`src/rtl/reg_share_arbiter.sv`:
```
// Round-robin arbiter that owns the D input and load enable of one shared WIDTH-bit register.
// Optional REG_ARB_TIMEOUT_EN bounds any ownership to MAX_HOLD consecutive cycles.
module reg_share_arbiter #(
  parameter int WIDTH    = 8,
  parameter int NREQ     = 4,
  parameter int MAX_HOLD = 16
) (
  input  logic                    clk,
  input  logic                    reset,
  input  logic [NREQ-1:0]         req,
  input  logic [NREQ-1:0]         lock,
  input  logic [NREQ*WIDTH-1:0]   wdata,
  output logic [NREQ-1:0]         gnt,
  output logic [$clog2(NREQ)-1:0] owner,
  output logic [WIDTH-1:0]        q,
  output logic                    busy,
  output logic                    timeout
);
  localparam int OW = $clog2(NREQ);

  typedef enum logic [1:0] {IDLE, GRANT, LOCKED} state_t;

  state_t           state_reg, state_next;
  logic [NREQ-1:0]  gnt_reg, gnt_next;
  logic [OW-1:0]    owner_reg, owner_next;
  logic [OW-1:0]    rr_reg, rr_next, rr_adv, arb_ptr, win_idx;
  logic [WIDTH-1:0] q_reg, q_next;
  logic [WIDTH-1:0] wslice [NREQ];
  logic [NREQ-1:0]  hi_mask, masked_req, pick_src, win_onehot;
  logic             win_found, owned, owner_req, owner_lock, keep, force_rel;

  for (genvar gi = 0; gi < NREQ; gi++) begin : g_slice
    assign wslice[gi] = wdata[gi*WIDTH +: WIDTH];
  end

  assign owned      = (state_reg != IDLE);
  assign owner_req  = req[owner_reg];
  assign owner_lock = lock[owner_reg];
  assign keep       = owned && owner_req && owner_lock && !force_rel;

  // On release the search starts just past the outgoing owner, not at the stale pointer.
  assign rr_adv  = (owner_reg == OW'(NREQ-1)) ? '0 : owner_reg + 1'b1;
  assign arb_ptr = owned ? rr_adv : rr_reg;
  assign hi_mask = ~((NREQ'(1) << arb_ptr) - NREQ'(1));

  always_comb begin
    masked_req = req & hi_mask;
    pick_src   = (|masked_req) ? masked_req : req;
    win_found  = |req;
    win_idx    = '0;
    for (int i = NREQ-1; i >= 0; i--) begin
      if (pick_src[i]) win_idx = OW'(i);
    end
    win_onehot          = '0;
    win_onehot[win_idx] = 1'b1;
  end

  always_comb begin
    state_next = state_reg;
    gnt_next   = gnt_reg;
    owner_next = owner_reg;
    rr_next    = rr_reg;
    q_next     = q_reg;
    case (state_reg)
      IDLE: begin
        if (win_found) begin
          state_next = GRANT;
          gnt_next   = win_onehot;
          owner_next = win_idx;
        end
      end
      GRANT, LOCKED: begin
        if (owner_req) q_next = wslice[owner_reg];
        if (keep) begin
          state_next = LOCKED;
        end else begin
          rr_next = rr_adv;
          if (win_found) begin
            state_next = GRANT;
            gnt_next   = win_onehot;
            owner_next = win_idx;
          end else begin
            state_next = IDLE;
            gnt_next   = '0;
          end
        end
      end
      default: begin
        state_next = IDLE;
        gnt_next   = '0;
      end
    endcase
  end

  always_ff @(posedge clk) begin
    if (reset) begin
      state_reg <= IDLE;
      gnt_reg   <= '0;
      owner_reg <= '0;
      rr_reg    <= '0;
      q_reg     <= '0;
    end else begin
      state_reg <= state_next;
      gnt_reg   <= gnt_next;
      owner_reg <= owner_next;
      rr_reg    <= rr_next;
      q_reg     <= q_next;
    end
  end

`ifdef REG_ARB_TIMEOUT_EN
  localparam int HW = $clog2(MAX_HOLD + 1);

  logic [HW-1:0] hold_cnt_reg;
  logic          timeout_reg;

  // Last permitted owned cycle: the edge ending it writes, then releases.
  assign force_rel = (hold_cnt_reg == HW'(MAX_HOLD - 1));

  always_ff @(posedge clk) begin
    if (reset) begin
      hold_cnt_reg <= '0;
      timeout_reg  <= 1'b0;
    end else begin
      hold_cnt_reg <= keep ? hold_cnt_reg + 1'b1 : '0;
      timeout_reg  <= owned && owner_req && owner_lock && force_rel;
    end
  end

  assign timeout = timeout_reg;
`else
  // MAX_HOLD has no effect here: locked ownership never expires.
  assign force_rel = (MAX_HOLD < 0);
  assign timeout   = 1'b0;
`endif

  assign gnt   = gnt_reg;
  assign owner = owner_reg;
  assign q     = q_reg;
  assign busy  = |gnt_reg;

endmodule

```
`config.mk`:
```
export PLATFORM = sky130hd
export DESIGN_NAME = reg_share_arbiter
export DESIGN_NICKNAME = d
export VERILOG_FILES = /design/src/rtl/reg_share_arbiter.sv
export SDC_FILE = /design/constraint.sdc
export NUM_CORES = 1
export LEC_CHECK = 0
export CAP_MARGIN = 20
export CORE_ASPECT_RATIO = 2
export CORE_MARGIN = 3
export CORE_UTILIZATION = 25
export CTS_CLUSTER_DIAMETER = 200
export CTS_CLUSTER_SIZE = 20
export DETAILED_ROUTE_END_ITERATION = 12
export DONT_BUFFER_PORTS = 1
export GPL_TIMING_DRIVEN = 0
export PLACE_DENSITY_LB_ADDON = 0.25
export SYNTH_ARGS = -nofsm -noshare
export SYNTH_HDL_FRONTEND = slang
export SYNTH_SLANG_ARGS = --single-unit
```
`constraint.sdc`:
```
create_clock -name clk -period 1.9 [get_ports clk]
set_input_delay 0.19 -clock clk [delete_from_list [all_inputs] [get_ports clk]]
set_output_delay 0.19 -clock clk [all_outputs]
set_load 0.02 [all_outputs]
```
==> results of run 1 <==
[cells by family (layout without fill, tap and decap cells)]
kind of cell,after synthesis,in the layout,synth area share
DFF,18,18,0.320
buffers and inverters,8,12,0.0389
muxes,23,23,0.320
and+or+nand+nor,32,32,0.146
other,1,1,0.00333
adders and majority gates,3,3,0.0333
AOI/OAI and AO/OA,19,19,0.139
[power breakdown]
part           total [mW]  leakage (nW)  switching, mW  internal, mW
clock network       0.329        0.0288          0.145         0.185
registers           0.543         0.149          0.105         0.438
logic               0.464         0.328          0.222         0.242
total                1.34         0.506          0.472         0.865
[worst register-to-register path, delay by kind of cell, from the launching register on]
kind	cells	cell delay, ns
buffers and inverters	1	0.05
and+or+nand+nor	1	0.40
adders and majority gates	1	0.18
AOI/OAI and AO/OA	4	0.74
DFF	1	0.35
[what timing repair did]
| action | in CTS | in global routing |
|---|---|---|
| setup endpoints to repair | 9 | 7 |
| pin swaps | 3 | 5 |
| gates cloned | 0 | 0 |
| hold buffers | 1 | 0 |
| setup buffers | 0 | 0 |
| resized for setup | 6 | 8 |
| endpoints found under the hold margin | 1 | 0 |
[final cells by class]
class,count,area share
buffer,4,0.0184
clock buffer,4,0.0427
inverter,3,0.00873
multi-input combinational,78,0.585
sequential,18,0.287
tap,52,0.0504
timing repair buffer,1,0.00776
[metrics by stage]
| stage | setup TNS, ns | area (um^2) |
|---|---|---|
| 2_1_floorplan | 0 | 1130 |
| 3_3_place_gp | -0.527 | 1190 |
| 3_5_place_dp | -0.928 | 1190 |
| 4_1_cts | 0 | 1270 |
| 5_1_grt | -0.00874 | 1290 |
| 6_report | 0 | 1290 |
[cells in the mapped netlist, types with 2 or more instances]
| master | n |
|---|---|
| nor2b_1 | 2 |
| o21ai_1 | 2 |
| mux4_2 | 10 |
| mux2i_1 | 12 |
| a21oi_1 | 2 |
| buf_2 | 2 |
| nor2_1 | 16 |
| dfxtp_1 | 18 |
| a22o_1 | 4 |
| ha_1 | 3 |
| o211a_1 | 2 |
| inv_1 | 3 |
| nand2_1 | 4 |
[final timing paths]
path / startpoint / end / slack (ns)
max: state_reg[1] / gnt[1] / 0.09
min: reset / owner[1] / 0.005
max reg2reg: state_reg[1] / gnt[1] / 0.09
min reg2reg: state_reg[0] / state_reg[0] / 0.50
[metal layers]
layer  global-route usage  wire (um)  up-vias
li1                     -          -      400
met1                0.111        921      400
met2                0.186       1440       50
met3               0.0341        247        7
met4               0.0571         71        0
met5                    0          0        -
==> results.cfg, run 1 <==
[detailed_routing]
dr.pass1.iters = 2
routed_via_density = 5.36
postRouteAntennaNets = 0
route.detailed.drc = 0
vias = 857
drtIter0Drc = 8
wl_per_cell_um = 16.8
wl_mm = 2.69

[synthesis]
yosys.area.top_type_share = 0.320
yosys_warnings = 0
synthesis.nets = 149
synth_area_leaders = dfxtp_1 (32%), mux4_2 (20%), mux2i_1 (11%)
ys_types = 37
ys_seq_area_frac = 0.320
synth_top_area_cell = dfxtp_1
synth.avg_cell_area_um2 = 10.8
ys.flop_type = dfxtp_1
async_flop_share = 0
yosys_register_bits = 18
synth_edf_count = 0
synth_cells = 104
synth_area_um2 = 1130

[grt]
first_global_vias = 982
antenna_found_initial = 0
grt_pass1_wl_mm = 4.28
grt_max_degree = 11
grtUsageTotal = 0.108
gr-total-overflow = 0

[pwr]
p_per_area_nw_per_um2 = 1040
ir_worst_vdd_mv = 0.460
p_total_mw = 1.34
p_leak_nw = 0.506

[sta]
slew_viol_final = 0
relSlewSlack = 0.632
rsz0062_at_grt = true
clock.fmax_ghz = 0.552
setup_violations = 0
timing.final.crit_share = 0.954
worst_hold_slack_ns = 0.00468
timing.final.ws_setup_ns = 0.0873
clock_skew_ns = 0.00804
worstMarginPinSlew_ns = 0.546
hold_viol = 0
min_period_ns = 1.81

[final_layout]
stdcell_count = 160
multi_input_area_um2 = 754
layout_common_cells = nor2_1 (16), dfxtp_1 (14), mux2i_1 (12)
ff_latch_area_um2 = 370
layout.nets = 154
fin_util = 0.306
largest_reg_flops = 8
antennaDiodeCount = 0
drive_gt1_frac = 0.315
area_delta_synth_final_pct = 14.6
layout_commonest_cell = nor2_1
fillers = 451

[placed_design]
dp_cells = 156
io_buffers = 0
preCtsSetupSlack_ns = -0.177
hpwl_mm = 2.18
place_congestion = 0.712

[clocking]
cts_tree = built
cts-root-buf = clkbuf_8
cts_made_buffers = 3
cts.clk_slew.worst_paths_ns = 0.08
clock_latency_ns = 0.26
numClockSinks = 18
htreeDepth = 1
cts_max_path_buffers = 2

[critical_path]
cp_slowest_cell = or3_4
critical_path.max_fanout = 8
cp-start-kind = flip-flop
required_ns = 2.06
worstRegToRegCells = 7
crit_family = compound AO/OA/AOI/OAI gates
crit_chain = inv_2, ha_4, or3_4, a211oi_2, a31oi_2, a21o_1, a22o_1
setup.worst_path.end_class = flip-flop
critPathBufInv = 1
critPathKind = flip-flop to flip-flop
cp.depth = 7
arrival_ns = 1.98
cp_slowest_stage_delay_ns = 0.40

[outcome]
outcome = finished, final reports clean

[floorplanning]
dieWidth_um = 53.5
die_h_um = 101
num_rows = 33
die-area_um2 = 5390
start_util = 0.267
core_um2 = 4210
pin_count = 58

[worst_hold_path]
whs_path_depth = 1
hold_path.class = primary input to flip-flop

[job]
maxCapViolations = 0
Note: power is estimated with default switching activity, not from simulation.
==> inputs of run 2 (changes only) <==
==> constraint.sdc (replaced) <==
create_clock -name clk -period 2.1 [get_ports clk]
set_input_delay 0.21 -clock clk [delete_from_list [all_inputs] [get_ports clk]]
set_output_delay 0.21 -clock clk [all_outputs]
set_load 0.02 [all_outputs]
==> run 2 against run 1 <==
Against the previous run: clock-buffer cell count unchanged; flip-flop and latch count stayed put; critical path depth increased by 1; clock skew decreased by 0.0019 ns; non-clock buffer count stayed put; worst setup slack better by 0.034 ns; die area is the same; sequential power down 11%; global-route usage unchanged; cell count unchanged; utilization down 0.98 points; critical path type unchanged; largest cell class unchanged; highest routed layer unchanged.
==> results.cfg, run 2 (synthesis gave the netlist of run 1 again) <==
[detailed_routing]
routed_via_density = 5.44
wl_met2_mm = 1.37
dr.pass1.iters = 4
drtIter0Drc = 8
drt-met1-wl_um = 936
postRouteAntennaNets = 0
vias = 870
dr.max_layer_used = met4
route.detailed.drc = 0
wl_met3_um = 261
wl_mm = 2.64
wl_per_cell_um = 16.5

[clocking]
post_cts_buffers = 0
clock_latency_ns = 0.26
cts-root-buf = clkbuf_8
cts_max_path_buffers = 2
numClockSinks = 18
cts_made_buffers = 3
htreeDepth = 1
cts.clk_slew.worst_paths_ns = 0.07
cts_tree = built

[worst_hold_path]
hold_path.class = primary input to flip-flop
hold_path.startpoint = reset
min_to = q[2]
whs_path_depth = 1

[floorplanning]
die-area_um2 = 5390
dieWidth_um = 53.5
core_um2 = 4210
die_h_um = 101
num_rows = 33
start_util = 0.267
pin_count = 58

[sta]
min_period_ns = 1.98
setup_violations = 0
tns_ns = 0
clock_skew_ns = 0.00613
hold_viol = 0
slew_viol_final = 0
worstMarginPinSlew_ns = 0.543
relSlewSlack = 0.634
rsz0062_at_grt = false
timing.final.ws_setup_ns = 0.121
clock.fmax_ghz = 0.505
timing.final.crit_share = 0.942

[grt]
antenna_found_initial = 0
grt_pass1_wl_mm = 4.30
grt_max_degree = 11
first_global_vias = 971
gr-total-overflow = 0
grtUsageTotal = 0.108

[placed_design]
dp_cells = 156
io_buffers = 0
place_congestion = 0.712
place_area_um2 = 1190
hpwl_mm = 2.18
preCtsSetupSlack_ns = 0.0228

[final_layout]
largest_reg_flops = 8
antennaDiodeCount = 0
layout_common_cells = nor2_1 (16), dfxtp_1 (16), mux2i_1 (12)
area_delta_synth_final_pct = 10.9
layout.nets = 154
fin_area_um2 = 1250
stdcell_count = 160
drive_gt1_frac = 0.250

[critical_path]
critPathKind = flip-flop to flip-flop
required_ns = 2.25
reg2reg_setup_slack_ns = 0.12
critical_path.max_fanout = 8
worstRegToRegCells = 8
cp-start-kind = flip-flop
r2r_end = gnt[0]
arrival_ns = 2.13
timing.rr.start = state_reg[0]
setup.worst_path.end_class = flip-flop

[pwr]
p_per_area_nw_per_um2 = 945
ir_worst_vdd_mv = 0.436
p_total_mw = 1.18
p_leak_nw = 0.507

[outcome]
outcome = finished, final reports clean

[job]
maxCapViolations = 0
[run 2: how the worst max path moves through the flow]
stage                       startpoint      to  cells past startpoint
after global routing      state_reg[1]  gnt[1]                      8
after global placement        owner[0]  gnt[1]                      6
after CTS                     owner[0]  gnt[0]                      6
final                     state_reg[0]  gnt[0]                      8
after detailed placement      owner[0]  gnt[0]                      6
after floorplan               owner[0]  gnt[3]                      6
[run 2: stage by stage]
step / util / hold slack [ns]
3_5_place_dp: 0.283 / 0.289
6_report: 0.296 / 0.0189
3_3_place_gp: 0.283 / 0.286
5_1_grt: 0.296 / 0.00984
2_1_floorplan: - / 0.282
4_1_cts: 0.296 / 0.00931
[run 2: routing by layer]
| layer | vias up | global-route usage |
|---|---|---|
| li1 | 398 | - |
| met1 | 410 | 0.112 |
| met2 | 55 | 0.184 |
| met3 | 7 | 0.0356 |
| met4 | 0 | 0.0571 |
| met5 | - | 0 |
[run 2: repair_timing]
item	CTS	global route
endpoints found under the hold margin	0	0
hold buffers	0	0
resized for setup	0	2
setup endpoints to repair	0	6
[run 2: layout make-up]
| type | instances | area, um^2 |
|---|---|---|
| inverters | 3 | 11.3 |
| clock buffers | 4 | 55.1 |
| multi-input cells | 78 | 722 |
| fillers | 451 | 2960 |
| flip-flops and latches | 18 | 363 |
| plain buffers | 5 | 32.5 |
| well taps | 52 | 65.1 |
[run 2: critical path, stage by stage, from the launching register on]
cell and delay (ns):
dfxtp_1 0.34, inv_1 0.06, ha_1 0.20, buf_6 0.13
or3_4 0.39, a211oi_2 0.23, a31oi_1 0.09, a21o_1 0.22
a22o_1 0.21
[run 2: power breakdown]
part	total (mW)	internal, mW	switching, mW
Sequential	0.485	0.394	0.0911
Combinational	0.401	0.205	0.196
Clock	0.294	0.167	0.127
Total	1.18	0.766	0.414
==> inputs of run 3 (changes only) <==
--- a/config.mk
+++ b/config.mk
@@ -15,6 +15,7 @@
 export DONT_BUFFER_PORTS = 1
 export GPL_TIMING_DRIVEN = 0
 export PLACE_DENSITY_LB_ADDON = 0.25
+export SLEW_MARGIN = 5
 export SYNTH_ARGS = -nofsm -noshare
 export SYNTH_HDL_FRONTEND = slang
 export SYNTH_SLANG_ARGS = --single-unit
==> results of run 3 <==
Final layout, timing and power as in run 2 (identical DEF).
